--- src/rtl/packer_pkg.sv ---
// ---------------------------------------------------------------------------
// packer_pkg
// Shared definitions for the symbol packer:
//   - default symbol width / symbols-per-word
//   - clog2 constant function for deriving counter widths
//   - slot_lsb(): bit offset of a symbol slot for either packing order
//   - pack_act_e: the single action the accumulator takes on a clock edge
// ---------------------------------------------------------------------------
package packer_pkg;

  localparam int DEF_SYM_W   = 2;
  localparam int DEF_NUM_SYM = 8;

  // Ceiling log2, with a minimum result of 1 so widths never collapse to 0.
  function automatic int clog2(input int value);
    int result;
    result = 0;
    while ((1 << result) < value) begin
      result = result + 1;
    end
    if (result < 1) begin
      result = 1;
    end
    return result;
  endfunction

  // LSB position of slot k. Slot 0 sits at the bottom of the word when
  // msb_first is clear, and at the top when it is set.
  function automatic int slot_lsb(input int k, input bit msb_first,
                                  input int sym_w, input int num_sym);
    if (msb_first) begin
      return (num_sym - 1 - k) * sym_w;
    end
    return k * sym_w;
  endfunction

  // What happens to the accumulator on the coming edge. Exactly one applies.
  typedef enum logic [2:0] {
    ACT_NONE  = 3'd0,  // nothing accepted, nothing held to move
    ACT_ACCUM = 3'd1,  // symbol accepted into a word that is not yet full
    ACT_EMIT  = 3'd2,  // symbol completes a word, output slot is free
    ACT_HOLD  = 3'd3,  // symbol completes a word, output slot is busy
    ACT_DRAIN = 3'd4   // previously held word moves into the output slot
  } pack_act_e;

endpackage

--- src/rtl/packer_out_reg.sv ---
// ---------------------------------------------------------------------------
// packer_out_reg
// Output register stage of the symbol packer. Holds one completed word with
// a valid/ready handshake; the held word stays stable until consumed.
//
// Ports:
//   clk, rst        clock, asynchronous active-low reset
//   load            load a new word this edge (only asserted when avail=1)
//   load_data/count/last  word to load
//   out_ready       consumer accepts the current word
//   avail           register can take a word on this edge
//   out_valid/data/count/last  registered word towards the consumer
// ---------------------------------------------------------------------------
module packer_out_reg #(
  parameter int W     = 16,
  parameter int CNT_W = 4
) (
  input  logic             clk,
  input  logic             rst,
  input  logic             load,
  input  logic [W-1:0]     load_data,
  input  logic [CNT_W-1:0] load_count,
  input  logic             load_last,
  input  logic             out_ready,
  output logic             avail,
  output logic             out_valid,
  output logic [W-1:0]     out_data,
  output logic [CNT_W-1:0] out_count,
  output logic             out_last
);

  // Free when empty, or when the current word leaves on this same edge.
  assign avail = !out_valid || out_ready;

  // NOTE: sequential state uses non-blocking assignments so every register
  // samples pre-edge values regardless of process evaluation order.
  always_ff @(posedge clk or negedge rst) begin
    if (!rst) begin
      out_valid <= 1'b0;
      out_data  <= '0;
      out_count <= '0;
      out_last  <= 1'b0;
    end else if (load) begin
      out_valid <= 1'b1;
      out_data  <= load_data;
      out_count <= load_count;
      out_last  <= load_last;
    end else if (out_ready) begin
      out_valid <= 1'b0;
    end
  end

endmodule

--- src/rtl/symbol_packer.sv ---
// ---------------------------------------------------------------------------
// symbol_packer
// Serial-to-parallel packer: collects SYM_W-bit symbols into words of
// NUM_SYM symbols, with valid/ready on both sides. in_last terminates a
// frame early and emits a zero-filled partial word.
//
// Ports:
//   clk, rst              clock, asynchronous active-low reset
//   in_valid/in_ready     input handshake
//   in_sym                input symbol
//   in_last               symbol ends the frame; flush the word
//   out_valid/out_ready   output handshake
//   out_data              packed word, unused slots zero
//   out_count             valid symbols in the word (1..NUM_SYM)
//   out_last              word ends a frame
//
// A completed word goes straight to the output register when it is free.
// Otherwise it stays in the accumulator (pend) and input is stalled until
// the output register frees up, so one word is buffered beyond the output.
// ---------------------------------------------------------------------------
module symbol_packer
  import packer_pkg::*;
#(
  parameter int   SYM_W     = DEF_SYM_W,
  parameter int   NUM_SYM   = DEF_NUM_SYM,
  parameter bit   MSB_FIRST = 1'b0,
  localparam int  CNT_W     = clog2(NUM_SYM + 1),
  localparam int  W         = SYM_W * NUM_SYM
) (
  input  logic             clk,
  input  logic             rst,
  input  logic             in_valid,
  output logic             in_ready,
  input  logic [SYM_W-1:0] in_sym,
  input  logic             in_last,
  output logic             out_valid,
  input  logic             out_ready,
  output logic [W-1:0]     out_data,
  output logic [CNT_W-1:0] out_count,
  output logic             out_last
);

  // Accumulator
  logic [W-1:0]     acc_data;
  logic [CNT_W-1:0] acc_cnt;
  logic             acc_last;
  logic             pend;

  logic             accept;
  logic             last_slot;
  logic             complete;
  logic             avail;
  logic [W-1:0]     sym_ext;
  logic [W-1:0]     merged;
  logic [CNT_W-1:0] cnt_inc;
  pack_act_e        act;

  logic             load;
  logic [W-1:0]     load_data;
  logic [CNT_W-1:0] load_count;
  logic             load_last;

  assign in_ready  = !pend;
  assign accept    = in_valid && !pend;
  assign last_slot = (acc_cnt == CNT_W'(NUM_SYM - 1));
  assign complete  = accept && (last_slot || in_last);
  assign cnt_inc   = acc_cnt + CNT_W'(1);

  // Unfilled accumulator slots are always zero, so OR-ing the shifted symbol
  // in both places it and keeps partial words zero-filled.
  assign sym_ext = {{(W - SYM_W){1'b0}}, in_sym};
  assign merged  = acc_data
                 | (sym_ext << slot_lsb(int'(acc_cnt), MSB_FIRST, SYM_W, NUM_SYM));

  // NOTE: every signal assigned in a combinational block gets a default at
  // the top, so no path leaves it unassigned and no latch is inferred.
  always_comb begin
    act = ACT_NONE;
    if (pend) begin
      if (avail) begin
        act = ACT_DRAIN;
      end
    end else if (complete) begin
      act = avail ? ACT_EMIT : ACT_HOLD;
    end else if (accept) begin
      act = ACT_ACCUM;
    end
  end

  // Output-register load: either the freshly merged word or the held one.
  always_comb begin
    load       = 1'b0;
    load_data  = merged;
    load_count = cnt_inc;
    load_last  = in_last;
    case (act)
      ACT_EMIT: begin
        load = 1'b1;
      end
      ACT_DRAIN: begin
        load       = 1'b1;
        load_data  = acc_data;
        load_count = acc_cnt;
        load_last  = acc_last;
      end
      default: begin
      end
    endcase
  end

  // NOTE: acc_data is reset as well as the control bits, because the merge
  // relies on empty slots being zero; a stale bit would corrupt the next word.
  always_ff @(posedge clk or negedge rst) begin
    if (!rst) begin
      acc_data <= '0;
      acc_cnt  <= '0;
      acc_last <= 1'b0;
      pend     <= 1'b0;
    end else begin
      case (act)
        ACT_ACCUM: begin
          acc_data <= merged;
          acc_cnt  <= cnt_inc;
        end
        ACT_HOLD: begin
          acc_data <= merged;
          acc_cnt  <= cnt_inc;
          acc_last <= in_last;
          pend     <= 1'b1;
        end
        ACT_EMIT, ACT_DRAIN: begin
          acc_data <= '0;
          acc_cnt  <= '0;
          acc_last <= 1'b0;
          pend     <= 1'b0;
        end
        default: begin
        end
      endcase
    end
  end

  packer_out_reg #(
    .W     (W),
    .CNT_W (CNT_W)
  ) u_out_reg (
    .clk        (clk),
    .rst        (rst),
    .load       (load),
    .load_data  (load_data),
    .load_count (load_count),
    .load_last  (load_last),
    .out_ready  (out_ready),
    .avail      (avail),
    .out_valid  (out_valid),
    .out_data   (out_data),
    .out_count  (out_count),
    .out_last   (out_last)
  );

endmodule

--- config.mk ---
export PLATFORM = sky130hd
export DESIGN_NAME = symbol_packer
export DESIGN_NICKNAME = d
export VERILOG_FILES = /design/src/rtl/packer_pkg.sv /design/src/rtl/packer_out_reg.sv /design/src/rtl/symbol_packer.sv
export SDC_FILE = /design/constraint.sdc
export NUM_CORES = 1
export LEC_CHECK = 0
export ABC_CLOCK_PERIOD_IN_PS = 2200
export BUFFER_PORTS_ARGS = -buffer_cell sky130_fd_sc_hd__buf_4
export CORE_ASPECT_RATIO = 0.75
export CORE_MARGIN = 4
export CORE_UTILIZATION = 40
export DETAILED_ROUTE_END_ITERATION = 8
export PLACE_DENSITY = 0.66
export RECOVER_POWER = 25
export SYNTH_ARGS = -nofsm -noshare
export SYNTH_HDL_FRONTEND = slang
export SYNTH_SLANG_ARGS = --single-unit
--- constraint.sdc ---
create_clock -name clk -period 2.2 [get_ports clk]
set_clock_uncertainty 0.05 [all_clocks]
set_input_delay 0.33 -clock clk [delete_from_list [all_inputs] [get_ports clk]]
set_output_delay 0.33 -clock clk [all_outputs]
set_load 0.02 [all_outputs]
==> results of run 1 <==
-- registers in the layout (all words and copies together), names as in the netlist --
register	cells
pend	1
u_out_reg.out_count	4
acc_data	16
acc_cnt	4
acc_last	1
u_out_reg.out_data	16
u_out_reg.out_valid	1
u_out_reg.out_last	1
-- final cells by class --
cell class	count	area (um2)	area share [%]
clock inverters	2	12.5	0.501
clock buffers	5	68.8	2.75
multi-input cells	116	831	33.2
flip-flops and latches	44	1100	44.1
repair buffers	41	320	12.8
inverters	20	75.1	3.00
well taps	72	90.1	3.61
-- cells by family after synthesis --
logic type	synth area share [%]
and+or+nand+nor	9.62
adders and majority gates	0.598
AOI/OAI and AO/OA	17.4
buffers and inverters	7.71
muxes	10.8
DFF	52.6
xor gates and xnor gates	1.26
-- power groups by stage --
stage,sequential [mW],clock (mW),combinational [mW]
after floorplan,1.22,0,0.438
after global placement,1.09,0,0.919
after detailed placement,1.09,0,0.934
after CTS,1.07,0.504,0.939
after global routing,1.10,0.535,1.01
final,1.07,0.491,0.924
-- path summary, 6_finish.rpt --
| path | to | slack (ps) |
|---|---|---|
| max | u_out_reg.out_count[0] | 290 |
| min | acc_cnt[2] | 210 |
| max reg2reg | u_out_reg.out_count[0] | 290 |
| min reg2reg | acc_data[11] | 450 |
| max in group asynchronous | acc_cnt[1] | 720 |
| min in group asynchronous | u_out_reg.out_data[4] | 710 |
-- Yosys cell counts (3+ instances only) --
master,count
dfrtp_1,44
a21oi_1,20
inv_1,20
mux2i_1,17
nand2_1,11
a22o_1,8
o2bb2ai_1,8
nand3_1,7
o21ai_0,7
and2_1,6
buf_6,5
mux2_2,5
nand2b_1,4
nor2_1,3
nor2b_1,3
-- layer usage --
layer,vias to the layer above,global-route usage (%)
li1,740,-
met1,691,20.7
met2,30,19.2
met3,4,3.51
met4,0,4.01
met5,-,0
-- through the flow --
| stage | setup slack [ps] | power (mW) | util [%] |
|---|---|---|---|
| detailed placement | 284 | 2.02 | 48.4 |
| global route | 186 | 2.65 | 50.2 |
| CTS | 277 | 2.52 | 50.2 |
| finish | 286 | 2.49 | 50.2 |
| global placement | 312 | 2.01 | 48.4 |
| floorplan | 465 | 1.66 | - |
-- critical path: stages (launching register included) --
cell     delay, ps
dfrtp_1        380
ha_1           240
and3b_1        210
o21ai_2        130
o21a_1         190
buf_4          250
mux2_2         360
-- what timing repair did --
| action | 4_1_cts | 5_1_grt |
|---|---|---|
| hold buffers | 1 | 0 |
| setup endpoints to repair | 0 | 0 |
| endpoints found under the hold margin | 26 | 0 |
==> results.md, run 1 <==
* Outcome: finished clean
* Syn_area_per_cell at 11.0 um2
* Top FF cell, synth: dfrtp_1
* Die area at 6470 um2
* WL met1 at 2230 um
* Routed len/inst at 14.2 um
* Pwr Density at 995 nW/um2
* Post-route antenna net violation count at 0
* Slew HR at 28.0%
* Period utilisation layout at 87.0%
* Cells after DPL at 292
* Comb pwr share at 37.2%
* Max-Cap Viols at 0
* Async SR Flop Fraction at 100%
* Clk_lat worst skew at 290 ps
* Mapped Area at 2090 um2
* Num rows at 22
* Via count at 1465
* Ys Warns at 0
* P_sw at 877 uW
* Root buffer cell: clkbuf_8
* Routability-driven placement congestion ratio at 0.789
* Post-synth top area share at 52.6%
* Worst endpoint required time at 2330 ps
* TritonCTS clock tree: done
* Commonest non-fill, non-tap cells in the layout: dfrtp_1 (44), buf_4 (38), inv_1 (20), a21oi_1 (20), mux2i_1 (17)
* Cells after Synth at 191
* Critical path class: reg -> reg
* Initial antenna violation count at 0
* Syn Nets at 199
* Pleak at 1.21 nW
* #FFs+latches synth at 44
* Register share of total power at 43.1%
* Drt initial violations at 67
* # diodes at 0
* Clock Power Share at 19.8%
* Post-synth EDFFs at 0
* Final Setup Violations at 0
* GR Overflow Total at 0
* Die H at 70.7 um
* Area leader, netlist: dfrtp_1
* Port Buffers at 29
* PostCTS Resize Cnt at 0
* DRC Markers at 0
* Max rail drop VDD at 485 uV
* Num ports at 30
* Detail Route met2 WL at 1810 um
* Sw Share at 35.3%
* HPWL Detailed at 2880 um
* Most common cell after layout, fill and taps aside: dfrtp_1
* Nets at 236
* First-pass GRT wire length at 7130 um
* Vias in the first global route at 1424
* Initial core utilization at 42.0%
* Crit. End Element: flip-flop
* WHS at 212 ps
* Num CTS Buffers at 5
* Hold Crit Class: in -> reg
* Area after DPL at 2410 um2
* Bufs on Longest Clock Path at 2
* Drt pass-1 iters at 4
* Share of layout cells above drive strength 1 at 24.1%
* Cell area after layout at 2500 um2
* Beginning of the worst hold path: in_valid
* Core ar. at 4980 um2
* TritonCTS Sinks at 44
* Largest net degree at the start of global routing at 45
* Synthesis-to-layout area growth at 19.4%
* Post-CTS Setup Inserts at 0
* Vias per inst at 4.88
* Internal at 1.61 mW
* Area contributors post-synth: dfrtp_1 (53%), mux2i_1 (8.1%), a21oi_1 (4.8%), inv_1 (3.6%), a22o_1 (3.3%)
* RSZ-0062 raised after global routing: false
* Top routing layer used: met4
* Worst Tran Pin Value at 1080 ps
* Final wirelength at 4260 um
* Cell count of the worst hold path at 2
* Peak Freq at 0.522 GHz
* Startpoint Class: flip-flop
* Total track usage at 13.7%
* Critical path fanouts, max at 14
* Start point of the critical path: acc_cnt[0]
* Final hold vios at 0
* Die width at 91.5 um
* Worst EP arrival at 2050 ps
* Seq/Total Area, Yosys at 52.6%
* # fillers at 472
* Reg-to-reg startpoint: acc_cnt[0]
* Post-route insts no fill at 300
* Met3 WL post-DR at 193 um
* Final Max Slew Viols at 0
* Post-synth cell types at 33
* Setup_tns at 0 ps
* Clock transition at the registers of the reported paths at 80 ps
* Worst-case reg-to-reg path depth at 6
* H-Tree Depth at 2
* Fin crit period at 1910 ps
No activity file was read; power rests on OpenSTA's default activity.
==> inputs of run 2 (changes only) <==
CORE_MARGIN = 5   (was 4)
==> run 2 against run 1 <==
Compared with the run above:
- cell area up 0.45%
- non-clock buffer count decreased by 2
- highest routed layer unchanged
- power increased by 4.7%
- global-route usage down 0.24 points
- worst setup slack worse by 130 ps
- clock power up 24%
- routed wire length down 1.0%
- largest power group unchanged
- sequential share of layout area fell by 0.20 points
- first-iteration DRC count down 22%
- via count up 2.2%
- cell count fell by 0.33%
- die area grew 5.1%
==> results.md, run 2 (same netlist as run 1, synthesis figures left out) <==
* Synthesis-to-layout area growth at 19.9% (was 19.4%)
* Startpoint Class: flip-flop (unchanged)
* Fin crit period at 2050 ps (was 1910 ps)
* Crit-path cells: ha_1 -> and3b_1 -> o21ai_2 -> o21a_1 -> buf_12 -> mux2_2 (was ha_1 -> and3b_1 -> o21ai_2 -> o21a_1 -> buf_4 -> mux2_2)
* Pwr Density at 1040 nW/um2 (was 995 nW/um2)
* CP endpoint: u_out_reg.out_count[2] (was u_out_reg.out_count[0])
* Worst path max stage delay at 390 ps (was 380 ps)
* Bufs on Longest Clock Path at 2 (unchanged)
* CP max stage cell: dfrtp_1 (unchanged)
* Setup slack at placement at 193 ps (was 284 ps)
* Vias in the first global route at 1453 (was 1424)
* Max-Cap Viols at 0 (unchanged)
* Pleak at 1.22 nW (was 1.21 nW)
* Share of layout cells above drive strength 1 at 23.3% (was 24.1%)
* DRC Markers at 0 (unchanged)
* Most common cell after layout, fill and taps aside: dfrtp_1 (unchanged)
* Post-CTS Setup Inserts at 0 (unchanged)
* Cell area after layout at 2510 um2 (was 2500 um2)
* Slew HR at 27.0% (was 28.0%)
* Vias per inst at 5.01 (was 4.88)
* Area after DPL at 2390 um2 (was 2410 um2)
* Period utilisation layout at 93.0% (was 87.0%)
* Largest net degree at the start of global routing at 45 (unchanged)
* HPWL Detailed at 2820 um (was 2880 um)
* Hold Crit Class: in -> reg (unchanged)
* Num CTS Buffers at 5 (unchanged)
* Worst EP arrival at 2180 ps (was 2050 ps)
* Num ports at 30 (unchanged)
* Reg2reg end: u_out_reg.out_count[2] (was u_out_reg.out_count[0])
* Core ar. at 4980 um2 (unchanged)
* Critical path class: reg -> reg (unchanged)
* Critical path fanouts, max at 32 (was 14)
* Final hold vios at 0 (unchanged)
* Die width at 93.5 um (was 91.5 um)
* WHS at 206 ps (was 212 ps)
* Drt pass-1 iters at 4 (unchanged)
* Drt initial violations at 52 (was 67)
* Commonest non-fill, non-tap cells in the layout: dfrtp_1 (44), buf_4 (36), inv_1 (20), a21oi_1 (20), mux2i_1 (17) (was dfrtp_1 (44), buf_4 (38), inv_1 (20), a21oi_1 (20), mux2i_1 (17))
* Final Setup Violations at 0 (unchanged)
* Root buffer cell: clkbuf_8 (unchanged)
* Via count at 1497 (was 1465)
* Die H at 72.7 um (was 70.7 um)
* H-Tree Depth at 2 (unchanged)
* Initial antenna violation count at 0 (unchanged)
* Final wirelength at 4210 um (was 4260 um)
* Worst setup margin at 154 ps (was 286 ps)
* Worst Tran Pin Value at 1090 ps (was 1080 ps)
* Post-route antenna net violation count at 0 (unchanged)
* Outcome: finished clean (unchanged)
* Top Registers: acc_data (16), u_out_reg.out_data (16) (unchanged)
* RSZ-0062 raised after global routing: false (unchanged)
* Crit. End Element: flip-flop (unchanged)
* Final Max Slew Viols at 0 (unchanged)
* Port Buffers at 29 (unchanged)
* Worst endpoint required time at 2330 ps (about the same)
* # diodes at 0 (unchanged)
* TritonCTS Sinks at 44 (unchanged)
* Start point of the critical path: acc_cnt[0] (unchanged)
* GR Overflow Total at 0 (unchanged)
* Routability-driven placement congestion ratio at 0.755 (was 0.789)
* Routed len/inst at 14.1 um (was 14.2 um)
* Clock transition at the registers of the reported paths at 80 ps (about the same)
* First-pass GRT wire length at 7230 um (was 7130 um)
* TritonCTS clock tree: done (unchanged)
* Setup_tns at 0 ps (unchanged)
* Initial core utilization at 42.0% (unchanged)
* Total track usage at 13.5% (was 13.7%)
* Die area at 6790 um2 (was 6470 um2)
* Reg-to-reg startpoint: acc_cnt[0] (unchanged)
* Worst-case reg-to-reg path depth at 6 (unchanged)
* Peak Freq at 0.489 GHz (was 0.522 GHz)
* Clk_lat worst skew at 290 ps (about the same)
* Reg2Reg Setup Slack at 150 ps (was 290 ps)
* Nets at 234 (was 236)
* Num rows at 22 (unchanged)
* Max rail drop VDD at 499 uV (was 485 uV)
==> run 2: cell types whose count changed in the layout (fill, tap and decap cells not counted) <==
cell | before | now
buf_4 | 38 | 36
clkinvlp_4 | 1 | 0
bufinv_16 | 0 | 1
clkbuf_1 | 0 | 1
==> run 2: area by class of cell <==
class                           instances  area, um2
Timing Repair Buffer                   39        305
Multi-Input combinational cell        116        831
Clock inverter                          2       35.0
Sequential cell                        44       1100
Fill cell                             484       2470
Tap cell                               72       90.1
Inverter                               20       75.1
Clock buffer                            6       72.6
==> run 2: what timing repair did <==
action                                 CTS  global route
hold buffers                             1             0
endpoints found under the hold margin   44             0
resized for setup                        0             0
==> run 2: worst min-delay path by stage <==
stage / from / end / slack (ps) / cells past startpoint
finish: in_valid / acc_cnt[2] / 210 / 2
global route: in_valid / acc_cnt[2] / 200 / 2
CTS: in_valid / acc_cnt[2] / 190 / 2
global placement: rst / u_out_reg.out_data[5] / 310 / 1
floorplan: rst / acc_cnt[0] / -20 / 0
detailed placement: rst / u_out_reg.out_data[3] / 310 / 1
==> run 2: per-layer routing <==
| layer | global-route usage [%] | vias to the layer above | part of all wire (%) | wire length, um |
|---|---|---|---|---|
| met4 | 3.85 | 0 | 0.83 | 35 |
| met3 | 3.40 | 5 | 5.2 | 218 |
| met2 | 20.0 | 38 | 45 | 1880 |
| met5 | 0 | - | 0 | 0 |
| li1 | - | 733 | - | - |
| met1 | 19.6 | 721 | 49 | 2080 |
==> run 2: worst max-delay path, delay by kind of cell (launching register included) <==
family          cells  cell delay [ps]
compound gates      2              470
flops               1              390
mux                 1              350
fa+ha+maj           1              240
buf+inv             1              230
simple gates        1              210
==> run 2: power by group <==
group / switching [mW] / internal, mW / leakage, nW / total (mW)
clock: 0.271 / 0.337 / 0.0552 / 0.608
sequential: 0.0911 / 0.984 / 0.589 / 1.08
combinational: 0.515 / 0.405 / 0.571 / 0.920
total: 0.878 / 1.73 / 1.22 / 2.60
==> run 2: stage by stage <==
stage | utilization [%] | std cells | total power, mW
after floorplan | - | 191 | 1.66
after global placement | 48.1 | 290 | 2.00
after detailed placement | 48.1 | 290 | 2.02
after CTS | 50.4 | 299 | 2.64
after global routing | 50.4 | 299 | 2.77
final | 50.4 | 299 | 2.60
==> inputs of run 3 (changes only) <==
SETUP_SLACK_MARGIN = 0.4   (was default)
==> run 3 against run 2 <==
Compared with the run above:
- clock-buffer cell count unchanged
- die area unchanged
- routed wire length rose by 6.4%
- power is 3.1% higher
- clock power increased by 0.8%
- first-iteration DRC count grew 29%
- via count increased by 3.7%
- maximum frequency is 16% higher
- hold slack worse by 2.9 ps
- register-to-register slack better by 290 ps
- cell count is 4.0% higher
- non-clock buffer count up 12
- highest routed layer unchanged
==> results.md, run 3 (same netlist as run 1, synthesis figures left out) <==
* Hold Crit Class: in -> reg (unchanged)
* Outcome: finished clean (unchanged)
* Drt initial violations at 67 (was 52)
* Max-Cap Viols at 0 (unchanged)
* Post-route antenna net violation count at 0 (unchanged)
* Final wirelength at 4480 um (was 4210 um)
* Reg-to-reg startpoint: acc_cnt[0] (unchanged)
* Worst Tran Pin Value at 1090 ps (about the same)
* Die width at 93.5 um (unchanged)
* Internal at 1.79 mW (was 1.73 mW)
* Share of layout cells above drive strength 1 at 29.3% (was 23.3%)
* P_sw at 899 uW (was 878 uW)
* H-Tree Depth at 2 (unchanged)
* Final Max Slew Viols at 0 (unchanged)
* # diodes at 0 (unchanged)
* Num ports at 30 (unchanged)
* Routed len/inst at 14.4 um (was 14.1 um)
* Worst setup margin at 442 ps (was 154 ps)
* RSZ-0062 raised after global routing: false (unchanged)
* Num CTS Buffers at 5 (unchanged)
* Worst-case reg-to-reg path depth at 6 (unchanged)
* Nets at 246 (was 234)
* First-pass GRT wire length at 7670 um (was 7230 um)
* Pwr Density at 1010 nW/um2 (was 1040 nW/um2)
* Final hold vios at 0 (unchanged)
* # fillers at 464 (was 484)
* Commonest non-fill, non-tap cells in the layout: dfrtp_1 (44), buf_4 (44), inv_1 (20), a21oi_1 (20), mux2i_1 (17) (was dfrtp_1 (44), buf_4 (36), inv_1 (20), a21oi_1 (20), mux2i_1 (17))
* Critical path class: reg -> reg (unchanged)
* Beginning of the worst hold path: in_valid (unchanged)
* Comb pwr share at 37.0% (was 35.3%)
* Slew HR at 27.0% (about the same)
* Largest net degree at the start of global routing at 45 (unchanged)
* Period utilisation layout at 79.9% (was 93.0%)
* Total track usage at 14.3% (was 13.5%)
* Worst path max stage delay at 390 ps (about the same)
* Cell count of the worst hold path at 2 (unchanged)
* DRC Markers at 0 (unchanged)
* Start point of the critical path: acc_cnt[0] (unchanged)
* Clock transition at the registers of the reported paths at 80 ps (about the same)
* Post-route insts no fill at 311 (was 299)
* Num rows at 22 (unchanged)
* Worst endpoint required time at 2340 ps (was 2330 ps)
* Core ar. at 4980 um2 (unchanged)
* Pleak at 1.31 nW (was 1.22 nW)
* HPWL Detailed at 2820 um (unchanged)
* Setup slack at placement at 193 ps (unchanged)
* Sw Share at 33.5% (was 33.7%)
* Register share of total power at 40.2% (was 41.3%)
* CP max stage cell: dfrtp_1 (unchanged)
* Vias per inst at 4.99 (was 5.01)
* Startpoint Class: flip-flop (unchanged)
* GR Overflow Total at 0 (unchanged)
* Cells after DPL at 290 (unchanged)
* Port Buffers at 29 (unchanged)
* Die area at 6790 um2 (unchanged)
* Drt pass-1 iters at 5 (was 4)
* Die H at 72.7 um (unchanged)
* Bufs on Longest Clock Path at 2 (unchanged)
* TritonCTS clock tree: done (unchanged)
* Peak Freq at 0.569 GHz (was 0.489 GHz)
* Root buffer cell: clkbuf_8 (unchanged)
* Worst EP arrival at 1900 ps (was 2180 ps)
* Synthesis-to-layout area growth at 27.2% (was 19.9%)
* Initial antenna violation count at 0 (unchanged)
* Vias in the first global route at 1520 (was 1453)
* Fin crit period at 1760 ps (was 2050 ps)
* Crit-path cells: ha_2 -> and3b_2 -> o21ai_2 -> o21a_2 -> buf_6 -> mux2_2 (was ha_1 -> and3b_1 -> o21ai_2 -> o21a_1 -> buf_12 -> mux2_2)
* Crit. End Element: flip-flop (unchanged)
* Final Setup Violations at 0 (unchanged)
* Max rail drop VDD at 525 uV (was 499 uV)
* Clk_lat worst skew at 300 ps (was 290 ps)
* Via count at 1553 (was 1497)
* Critical path fanouts, max at 5 (was 32)
* TritonCTS Sinks at 44 (unchanged)
* Clock Power Share at 22.8% (was 23.4%)
* WHS at 203 ps (was 206 ps)
* Initial core utilization at 42.0% (unchanged)
* Routability-driven placement congestion ratio at 0.755 (unchanged)
* Setup_tns at 0 ps (unchanged)
* Top Registers: acc_data (16), u_out_reg.out_data (16) (unchanged)
==> run 3: power by group through the flow <==
stage / logic (mW) / registers (mW) / clock network (mW)
CTS: 0.974 / 1.08 / 0.626
global placement: 0.914 / 1.09 / 0
global route: 1.08 / 1.11 / 0.663
floorplan: 0.438 / 1.22 / 0
detailed placement: 0.923 / 1.09 / 0
finish: 0.994 / 1.08 / 0.613
==> run 3: metal layers <==
metal / routed length (um) / global-route usage, % / vias to the layer above
met4: 41 / 4.33 / 0
met3: 256 / 3.40 / 5
met5: 0 / 0 / -
li1: - / - / 756
met1: 2150 / 20.2 / 749
met2: 2030 / 22.1 / 43
==> run 3: timing repair <==
item                                    4_1_cts  5_1_grt
endpoints found under the setup margin       21       32
cloned                                        1        0
hold endpoints to repair                     44        0
hold buffers                                  1        0
buffers inserted                              6        5
pin swaps                                     4        4
gates resized for setup                       3        6
==> run 3: cell type report <==
| class | instances | area, um2 | area share, % |
|---|---|---|---|
| clock inverters | 2 | 35.0 | 1.32 |
| flip-flops and latches | 44 | 1100 | 41.4 |
| repair buffers | 51 | 440 | 16.5 |
| well taps | 72 | 90.1 | 3.38 |
| inverters | 20 | 75.1 | 2.82 |
| multi-input cells | 116 | 848 | 31.9 |
| clock buffers | 6 | 72.6 | 2.73 |
==> run 3: critical path: cells and delay by family (launching register included) <==
family / cells / cell delay [ps]
buf+inv: 1 / 140
compound gates: 2 / 350
mux: 1 / 320
fa+ha+maj: 1 / 190
simple gates: 1 / 210
flops: 1 / 390
==> run 3: through the flow <==
stage	util [%]	power [mW]	area (um2)
CTS	52.4	2.68	2610
global placement	48.1	2.00	2390
finish	53.4	2.69	2660
floorplan	-	1.66	2090
global route	53.4	2.85	2660
detailed placement	48.1	2.02	2390
==> run 3: path summary, 6_finish.rpt <==
kind	end	slack (ps)
max	u_out_reg.out_last	440
min	acc_cnt[2]	200
max reg2reg	u_out_reg.out_last	440
min reg2reg	acc_data[9]	440
max in group asynchronous	u_out_reg.out_data[9]	720
min in group asynchronous	u_out_reg.out_data[3]	720
